`config.mk`:
```
export PLATFORM = sky130hd
export DESIGN_NAME = prbs_gen_multi_flat
export DESIGN_NICKNAME = d
export VERILOG_FILES = /design/src/rtl/prbs_gen_multi_if.sv /design/src/rtl/prbs_gen_multi.sv /design/src/flat_wrapper.sv
export SDC_FILE = /design/constraint.sdc
export NUM_CORES = 1
export LEC_CHECK = 0
export CORE_UTILIZATION = 55
export DETAILED_ROUTE_END_ITERATION = 10
export PLACE_DENSITY = 0.78
export SETUP_SLACK_MARGIN = 0.02
export SLEW_MARGIN = 20
export SYNTH_ARGS = -nofsm -noshare
export SYNTH_HDL_FRONTEND = slang
export SYNTH_SLANG_ARGS = --single-unit
```
`constraint.sdc`:
```
create_clock -name clock -period 5 [get_ports clock]
set_clock_uncertainty 0.2 [all_clocks]
set_input_delay 0.75 -clock clock [delete_from_list [all_inputs] [get_ports clock]]
set_output_delay 0.75 -clock clock [all_outputs]
set_load 0.05 [all_outputs]
```
`src/rtl/prbs_gen_multi_if.sv`:
```
// Handshake/control bundle for prbs_gen_multi.
//  master : generator side (prbs_gen_multi) - receives control, drives the word stream
//  slave  : sink/controller side - drives control and i_ready, observes the stream
// Signals:
//  i_enable, i_load, i_mode[1:0], i_inject, i_inject_ch[2:0], i_ready  (towards generator)
//  o_valid, o_data[NCH*NB-1:0], o_mode[1:0], o_word_cnt[31:0]            (from generator)
interface prbs_gen_multi_if #(
    parameter int unsigned NCH = 2,
    parameter int unsigned NB  = 4
) ();
    logic                  i_enable;
    logic                  i_load;
    logic [1:0]            i_mode;
    logic                  i_inject;
    logic [2:0]            i_inject_ch;
    logic                  i_ready;
    logic                  o_valid;
    logic [NCH*NB-1:0]     o_data;
    logic [1:0]            o_mode;
    logic [31:0]           o_word_cnt;

    modport master (
        input  i_enable, i_load, i_mode, i_inject, i_inject_ch, i_ready,
        output o_valid, o_data, o_mode, o_word_cnt
    );

    modport slave (
        output i_enable, i_load, i_mode, i_inject, i_inject_ch, i_ready,
        input  o_valid, o_data, o_mode, o_word_cnt
    );
endinterface

```
`src/rtl/prbs_gen_multi.sv`:
```
// Multi-channel PRBS generator: NCH independent LFSRs, NB bits per channel per
// word, run-time polynomial (PRBS7/9/15/31), valid/ready flow control, seed
// reload, single-bit error injection and an accepted-word counter.
// Ports:
//  clock    - system clock
//  i_reset  - asynchronous active-low reset
//  bus      - prbs_gen_multi_if.master (control inputs, i_ready, o_valid,
//             o_data, o_mode, o_word_cnt)
module prbs_gen_multi #(
    parameter int unsigned NCH      = 2,
    parameter int unsigned NB       = 4,
    parameter logic [30:0] SEED     = 31'h000001FF,
    parameter logic [1:0]  MODE_RST = 2'd1
) (
    input  logic              clock,
    input  logic              i_reset,
    prbs_gen_multi_if.master  bus
);

    localparam int unsigned SW = 31;
    localparam int unsigned DW = NCH * NB;
    localparam int unsigned CW = 32;

    typedef enum logic [0:0] {
        ST_IDLE = 1'b0,
        ST_RUN  = 1'b1
    } state_e;

    // Active register length for a mode
    function automatic int unsigned len_of(input logic [1:0] m);
        int unsigned l;
        case (m)
            2'd0:    l = 7;
            2'd1:    l = 9;
            2'd2:    l = 15;
            default: l = 31;
        endcase
        return l;
    endfunction

    // Second feedback tap for a mode
    function automatic int unsigned tap_of(input logic [1:0] m);
        int unsigned t;
        case (m)
            2'd0:    t = 6;
            2'd1:    t = 5;
            2'd2:    t = 14;
            default: t = 28;
        endcase
        return t;
    endfunction

    // Channel seed: low L bits of SEED xor channel index; all-zero lock-up state replaced by all ones
    function automatic logic [SW-1:0] seed_of(input logic [1:0] m, input int unsigned k);
        logic [SW-1:0] mask;
        logic [SW-1:0] s;
        mask = SW'((32'd1 << len_of(m)) - 32'd1);
        s    = (SEED & mask) ^ SW'(k);
        if (s == '0) begin
            s = mask;
        end
        return s;
    endfunction

    // One LFSR step; bits above L collect shifted-out history and are never read
    function automatic logic [SW-1:0] step(input logic [SW-1:0] s, input logic [1:0] m);
        logic fb;
        fb = s[5'(len_of(m) - 1)] ^ s[5'(tap_of(m) - 1)];
        return {s[SW-2:0], fb};
    endfunction

    // Next NB output bits, first-in-time at the MSB
    function automatic logic [NB-1:0] top_bits(input logic [SW-1:0] s, input logic [1:0] m);
        logic [NB-1:0] w;
        w = '0;
        for (int b = 0; b < NB; b++) begin
            w[b] = s[5'(len_of(m) - NB + 32'(b))];
        end
        return w;
    endfunction

    state_e                 state_q, state_d;
    logic [1:0]             mode_q, mode_d;
    logic [NCH-1:0][SW-1:0] lfsr_q, lfsr_d;
    logic [CW-1:0]          cnt_q, cnt_d;
    logic [NCH-1:0]         pend_q, pend_d;
    logic                   xfer_c;
    logic [DW-1:0]          data_c;

    assign xfer_c = (state_q == ST_RUN) & bus.i_ready;

    // State registers
    always_ff @(posedge clock or negedge i_reset) begin
        if (!i_reset) begin
            state_q <= ST_IDLE;
            mode_q  <= MODE_RST;
            cnt_q   <= '0;
            pend_q  <= '0;
            for (int k = 0; k < NCH; k++) begin
                lfsr_q[k] <= seed_of(MODE_RST, 32'(k));
            end
        end else begin
            state_q <= state_d;
            mode_q  <= mode_d;
            lfsr_q  <= lfsr_d;
            cnt_q   <= cnt_d;
            pend_q  <= pend_d;
        end
    end

    // Next-state: load overrides everything, otherwise FSM + advance on transfer
    always_comb begin
        state_d = state_q;
        mode_d  = mode_q;
        lfsr_d  = lfsr_q;
        cnt_d   = cnt_q;
        pend_d  = pend_q;

        if (bus.i_load) begin
            state_d = ST_IDLE;
            mode_d  = bus.i_mode;
            cnt_d   = '0;
            pend_d  = '0;
            for (int k = 0; k < NCH; k++) begin
                lfsr_d[k] = seed_of(bus.i_mode, 32'(k));
            end
        end else begin
            case (state_q)
                ST_IDLE: begin
                    if (bus.i_enable) begin
                        state_d = ST_RUN;
                    end
                end
                ST_RUN: begin
                    // An offered word is held until taken even if enable drops
                    if (xfer_c && !bus.i_enable) begin
                        state_d = ST_IDLE;
                    end
                end
                default: state_d = ST_IDLE;
            endcase

            if (xfer_c) begin
                cnt_d  = cnt_q + 32'd1;
                pend_d = '0;
                for (int k = 0; k < NCH; k++) begin
                    for (int i = 0; i < NB; i++) begin
                        lfsr_d[k] = step(lfsr_d[k], mode_q);
                    end
                end
            end

            // Applied after the transfer clear so a same-cycle inject hits the next word
            if (bus.i_inject) begin
                for (int k = 0; k < NCH; k++) begin
                    if (bus.i_inject_ch == 3'(k)) begin
                        pend_d[k] = 1'b1;
                    end
                end
            end
        end
    end

    // Output word: top NB state bits per channel, MSB flipped when an error is pending
    always_comb begin
        data_c = '0;
        for (int k = 0; k < NCH; k++) begin
            data_c[k*NB +: NB] = top_bits(lfsr_q[k], mode_q) ^ (NB'(pend_q[k]) << (NB - 1));
        end
    end

    assign bus.o_valid    = (state_q == ST_RUN);
    assign bus.o_data     = data_c;
    assign bus.o_mode     = mode_q;
    assign bus.o_word_cnt = cnt_q;

endmodule

```
`src/flat_wrapper.sv`:
```
// flat-port wrapper written by rule: the top's interface ports become plain ports
module prbs_gen_multi_flat 
#(
    parameter int unsigned NCH      = 2,
    parameter int unsigned NB       = 4,
    parameter logic [30:0] SEED     = 31'h000001FF,
    parameter logic [1:0]  MODE_RST = 2'd1
)
  (clock, i_reset, bus_i_enable, bus_i_load, bus_i_mode, bus_i_inject, bus_i_inject_ch, bus_i_ready, bus_o_valid, bus_o_data, bus_o_mode, bus_o_word_cnt);
  prbs_gen_multi_if #(.NCH(NCH), .NB(NB)) bus_i ();
  input  logic clock;
  input  logic i_reset;
  input wire logic [$bits(bus_i.i_enable)-1:0] bus_i_enable;
  input wire logic [$bits(bus_i.i_load)-1:0] bus_i_load;
  input wire logic [$bits(bus_i.i_mode)-1:0] bus_i_mode;
  input wire logic [$bits(bus_i.i_inject)-1:0] bus_i_inject;
  input wire logic [$bits(bus_i.i_inject_ch)-1:0] bus_i_inject_ch;
  input wire logic [$bits(bus_i.i_ready)-1:0] bus_i_ready;
  output wire logic [$bits(bus_i.o_valid)-1:0] bus_o_valid;
  output wire logic [$bits(bus_i.o_data)-1:0] bus_o_data;
  output wire logic [$bits(bus_i.o_mode)-1:0] bus_o_mode;
  output wire logic [$bits(bus_i.o_word_cnt)-1:0] bus_o_word_cnt;
  assign bus_i.i_enable = bus_i_enable;
  assign bus_i.i_load = bus_i_load;
  assign bus_i.i_mode = bus_i_mode;
  assign bus_i.i_inject = bus_i_inject;
  assign bus_i.i_inject_ch = bus_i_inject_ch;
  assign bus_i.i_ready = bus_i_ready;
  assign bus_o_valid = bus_i.o_valid;
  assign bus_o_data = bus_i.o_data;
  assign bus_o_mode = bus_i.o_mode;
  assign bus_o_word_cnt = bus_i.o_word_cnt;
  prbs_gen_multi #(.NCH(NCH), .NB(NB), .SEED(SEED), .MODE_RST(MODE_RST)) u_core (.clock(clock), .i_reset(i_reset), .bus(bus_i));
endmodule
```
==> impl_results.md, run 1 <==
- Status: completed
- # diodes: 0
- Fraction of the mapped netlist area in simple logic gates: 0.2045
- Hold_ws: 0.2348 ns
- Final worst path period need: 3.873 ns
- Synth top area share: 0.4183
- Critical Path Source Type: flop
- Routability cong.: 0.8159
- Top area cells in the synthesized netlist: dfrtp_1, nand2_1, dfstp_2
- Leakage: 2.168 nW
- Largest family of logic cells by synthesized area: simple AND/OR/NAND/NOR gates
- DRC viols: 0
- Post-DRT Antenna Nets: 0
- Synth Area per Inst: 9.711 sq um
- Syn nets: 511
- Post-Syn Area: 0.004846 sq mm
- Cell taking the most area after synthesis: dfrtp_1
- Placed cell area: 0.005395 sq mm
- Setup violators final: 0
- Post-Syn Instances: 499
- PwrDens: 278.4 mW/mm^2
- Number of I/O pins: 54
- Measured slew at the worst slew-check pin: 0.9331 ns
- Synth cell types: 38
- Final WS setup: 1.127 ns
- CTS root buf: clkbuf_8
- Routed WL: 10.58 mm
- Number of synthesized flops with an enable pin: 0
- Yosys warnings: 0
- Cts hold-fix bufs: 0
- RSZ-0062 raised after global routing: no
- WL/cell: 16.45 um
- Number of buffers created by CTS: 9
- Initial Util: 0.5781
- Count leader, synth: nand2_1
- Post-synth top cells: nand2_1, dfrtp_1, a21oi_1
- Setup CP Type: reg -> out
- Total power: 1.554 mW
- Skew-Pair Late Insertion Delay: 0.37 ns
- Layout fillers: 673
- Number of synthesized register bits: 99
- PortBufs: 53
- Dpl hpwl: 6.930 mm
- Vias per cell: 5.977
- Nature of the critical path endpoint: primary output
- Core area: 0.008382 sq mm
- Postcts setup bufs: 0
- # resized after CTS: 0
- Reg2Reg Setup Slack: 2.39 ns
- Synth Area in Compound Gates: 0.1121
- H-tree depth: 3
- Setup total negative slack: 0 ns
- Peak Freq: 258.2 MHz
- All-Layer GR Usage: 0.2451
- Maximum VDD drop: 173.3 uV
- Final core utilization: 0.6658
- Total clock sinks: 99
- Mux cell area share after synthesis: 0.09295
- Sequential area share after synthesis: 0.5159
- Xor/xnor share of the synthesized area: 0.03796
- Area Overhead vs Synth: 15.16%
- Layout cells sized above 1: 0.1264
- Final std cells w/o fill: 643
- Global-route wire length before repair: 17.00 mm
- Setup slack at placement: 1.506 ns
- Final Max Slew Viols: 0
- Final cycle utilization of the critical path: 0.7746
- Crit-path max FO: 18
- Max Cap Viol: 0
- Initial antenna violation count: 0
- Die W: 95.87 um
- Dpl cells: 627
- Die Y: 95.87 um
- Rows: 33
- Final #Nets: 545
- Final hold viol count: 0
- Via count: 3843
- Pre-antenna DRT Iters: 5
- Largest net degree at the start of global routing: 65
- Die area: 0.009190 sq mm
- CTS max path bufs: 2
- TritonCTS clock tree: yes
- Slew margin rel.: 0.3779
- Starting DRT DRC Count: 261
- Number of global-route vias before repair: 3499
- Grt total ovfl: 0
- Synth Flop Type: dfrtp_1
- Worst endpoint data arrival time: 2.92 ns
- CTS clk-pin slew, worst paths: 0.11 ns
- Post-route cell area: 0.005580 sq mm
- Async SR Flop Fraction: 1.000
- Adder-Cell Fraction of Synth Area: 0.002582
- Worst Path Required: 4.05 ns
- Hold WC Path Type: in -> async
-- power breakdown --
group	switching, mW	internal [mW]	total [mW]
registers	0.0321	0.827	0.859
clock network	0.297	0.189	0.485
logic	0.127	0.0827	0.209
total	0.455	1.10	1.55
-- layout by cell type, fill, tap and decap left out, types with 7 or more instances in the layout --
| cell | instances |
|---|---|
| clkdlybuf4s50_1 | 51 |
| nand4_1 | 7 |
| clkbuf_8 | 9 |
| or4_1 | 12 |
| dfrtp_1 | 81 |
| o31ai_1 | 12 |
| nand2_1 | 127 |
| a21oi_1 | 68 |
| nor4_1 | 7 |
| mux4_2 | 16 |
| xnor2_1 | 14 |
| o21ai_0 | 8 |
| nor2_1 | 19 |
| xor2_1 | 7 |
| dfstp_2 | 18 |
| mux2_2 | 8 |
| nand3_1 | 11 |
-- area by class of cell --
class                   count  area [sq um]  area share
flip-flops and latches     99          2500      0.4480
multi-input cells         359          2185      0.3915
repair buffers             57         553.0     0.09910
well taps                 105         131.4     0.02354
clock buffers               9         123.9     0.02220
clock inverters             7         61.31     0.01099
inverters                   7         26.28    0.004709
-- path summary, 6_finish.rpt --
path                                           startpoint                        end  cells past startpoint
worst min register to register           u_core.lfsr_q[0]           u_core.lfsr_q[4]                      2
worst max register to register  u_core.bus.o_word_cnt[10]  u_core.bus.o_word_cnt[23]                      4
worst max-delay path                 u_core.bus.o_mode[0]              bus_o_data[7]                      3
max in group asynchronous                         i_reset          u_core.lfsr_q[33]                      2
worst min-delay path                              i_reset  u_core.bus.o_word_cnt[10]                      1
min in group clock                       u_core.lfsr_q[0]           u_core.lfsr_q[4]                      2
-- cells by family after synthesis --
group	Yosys count
compound gates	98
xor+xnor	21
fa+ha+maj	1
buf+inv	41
flops	99
mux	24
simple gates	215
-- critical path: stages, from the launching register on --
cell,delay (ns)
dfstp_2,0.90
mux4_2,0.61
xor2_1,0.20
clkdlybuf4s50_1,0.83
-- sequential cells by signal, summed over array words and instances (netlist names) --
name	flops
u_core.bus.o_mode	2
u_core.bus.o_valid	1
u_core.bus.o_word_cnt	32
u_core.lfsr_q	62
u_core.pend_q	2
-- metal layers --
metal  vias up  share of wire  track usage
li1       1817              -            -
met1      1884           0.45       0.3374
met2       123           0.48       0.3893
met3        19          0.048      0.03633
met4         0          0.020       0.1057
met5         -              0            0
Power figures use the tool's default switching activity.
==> run 2, diff against run 1 <==
CORE_UTILIZATION = 51   (was 55)
PLACE_DENSITY = 0.76   (was 0.78)
clock period = 3.4 ns   (was 5 ns; I/O delays follow)
==> run 2 against run 1 <==
  * Via count increased by 0.91%
  * Core utilization is 5.2 points lower
  * Sequential cell count unchanged
  * Combinational power grew 52%
  * Sequential share of layout area fell by 0.72 points
  * Clock power increased by 48%
  * Critical path depth decreased by 1
  * Wire length is essentially flat
  * Global-route usage shrank 1.4 points
  * Critical endpoint is now bus_o_data[5]
==> impl_results.md, run 2 (synthesis gave the netlist of run 1 again) <==
- Status: completed
- Total clock sinks: 99
- DRC viols: 0
- Post-DRT Antenna Nets: 0
- Starting DRT DRC Count: 249
- Final cycle utilization of the critical path: 0.9278
- Die W: 99.48 um
- Worst Hold End: u_core.lfsr_q[5]
- Setup CP Type: reg -> out
- Measured slew at the worst slew-check pin: 0.7702 ns
- Die Y: 99.48 um
- FF-to-FF Start: u_core.bus.o_word_cnt[10]
- Max Cap Viol: 0
- Worst Path Required: 2.69 ns
- Nature of the critical path endpoint: primary output
- Grt total ovfl: 0
- Peak Freq: 317.0 MHz
- Final Max Slew Viols: 0
- Number of I/O pins: 54
- # diodes: 0
- # resized after CTS: 0
- Final std cells w/o fill: 674
- Commonest non-fill, non-tap cell in the layout: nand2_1
- Core area: 0.009240 sq mm
- Reg2Reg Setup Slack: 0.81 ns
- Rows: 35
- Pre-antenna DRT Iters: 5
- Routed WL: 10.58 mm
- Vias per cell: 5.754
- Crit-path max FO: 18
- Initial antenna violation count: 0
- CTS max path bufs: 2
- Maximum VDD drop: 218.6 uV
- Hold path cells: 2
- All-Layer GR Usage: 0.2313
- Setup total negative slack: 0 ns
- Skew-Pair Late Insertion Delay: 0.37 ns
- Hold WC Path Type: reg -> reg
- Critical Path Source Type: flop
- RSZ-0062 raised after global routing: no
- Routability cong.: 0.8311
- Setup violators final: 0
- Final #Nets: 552
- Initial Util: 0.5244
- Most frequent cells in the layout: nand2_1, dfrtp_1, a21oi_1, clkdlybuf4s50_1, nor2_1
- Layout cells sized above 1: 0.1394
- Dpl cells: 657
- RR Endpoint: u_core.bus.o_word_cnt[29]
- H-tree depth: 3
- Leakage: 2.215 nW
- Origin of the worst min-delay path: u_core.lfsr_q[1]
- TritonCTS clock tree: yes
- Number of global-route vias before repair: 3629
- Via count: 3878
- Max FFs per register: 62
- Die area: 0.009895 sq mm
- Area Overhead vs Synth: 17.04%
- CTS root buf: clkbuf_8
- Largest net degree at the start of global routing: 54
- PwrDens: 404.7 mW/mm^2
- Dpl hpwl: 7.110 mm
- PortBufs: 53
- Worst Reg2Reg Path Length in Cells: 4
- CTS clk-pin slew, worst paths: 0.11 ns
- Global-route wire length before repair: 17.99 mm
- Worst endpoint data arrival time: 2.44 ns
- WL/cell: 15.70 um
- Final worst path period need: 3.155 ns
- Largest Register: u_core.lfsr_q
- Number of buffers created by CTS: 9
- Postcts setup bufs: 0
- Slew margin rel.: 0.4865
- Final hold viol count: 0
-- run 2: changes by cell type in the layout (fill, tap and decap cells not counted) --
cell,before,now
inv_6,1,2
buf_12,0,1
clkdlybuf4s50_1,51,49
clkinv_2,0,1
dlygate4sd3_1,0,1
clkinvlp_4,2,0
buf_4,5,12
-- run 2: layer usage --
layer | GRT usage | share of wire
met1 | 0.3208 | 0.45
met2 | 0.3697 | 0.49
met3 | 0.05130 | 0.048
met4 | 0.06448 | 0.011
met5 | 0 | 0
-- run 2: worst max-delay path, stage by stage (launching register included) --
cell and delay [ns]:
dfrtp_1 0.86, mux4_2 0.39, clkdlybuf4s50_1 0.82
-- run 2: how the worst max path moves through the flow --
| stage | from | slack [ns] | depth (start not counted) | endpoint |
|---|---|---|---|---|
| 5_1_grt | u_core.bus.o_mode[1] | 0.15 | 2 | bus_o_data[4] |
| 6_report | u_core.bus.o_mode[1] | 0.25 | 2 | bus_o_data[5] |
| 3_5_place_dp | u_core.bus.o_mode[0] | 0.64 | 2 | bus_o_data[6] |
| 4_1_cts | u_core.bus.o_mode[0] | 0.22 | 2 | bus_o_data[5] |
| 3_3_place_gp | u_core.bus.o_mode[0] | 0.66 | 2 | bus_o_data[5] |
| 2_1_floorplan | u_core.bus.o_mode[0] | 0.40 | 3 | bus_o_data[3] |
-- run 2: final cells by class --
cell class              count  area (sq um)
fillers                   751          3568
flip-flops and latches     99          2500
multi-input cells         359          2185
repair buffers             64         615.6
well taps                 129         161.4
clock buffers               9         123.9
clock inverters             7         60.06
inverters                   7         26.28
-- run 2: what timing repair did --
action                                  in CTS  in global routing
endpoints found under the setup margin       0                  0
hold endpoints to repair                    20                  0
hold buffers                                 1                  0
-- run 2: power breakdown --
| group | switching (mW) | internal, mW | leakage, nW | total, mW |
|---|---|---|---|---|
| Clock | 0.440 | 0.279 | 0.0961 | 0.720 |
| Combinational | 0.192 | 0.127 | 0.805 | 0.318 |
| Sequential | 0.0415 | 1.22 | 1.31 | 1.26 |
| Total | 0.673 | 1.62 | 2.21 | 2.30 |
-- run 2: metrics by stage --
stage / utilization / setup WS [ns] / total power, mW / cell area, sq um / hold WS, ns
6_report: 0.6138 / 0.2453 / 2.295 / 5672 / 0.3011
3_5_place_dp: 0.5928 / 0.6360 / 1.598 / 5478 / 0.2882
5_1_grt: 0.6138 / 0.1503 / 2.395 / 5672 / 0.3064
3_3_place_gp: 0.5928 / 0.6623 / 1.593 / 5478 / 0.2711
2_1_floorplan: - / 0.3986 / 1.485 / 4846 / 0.01441
4_1_cts: 0.6138 / 0.2182 / 2.312 / 5672 / 0.2948
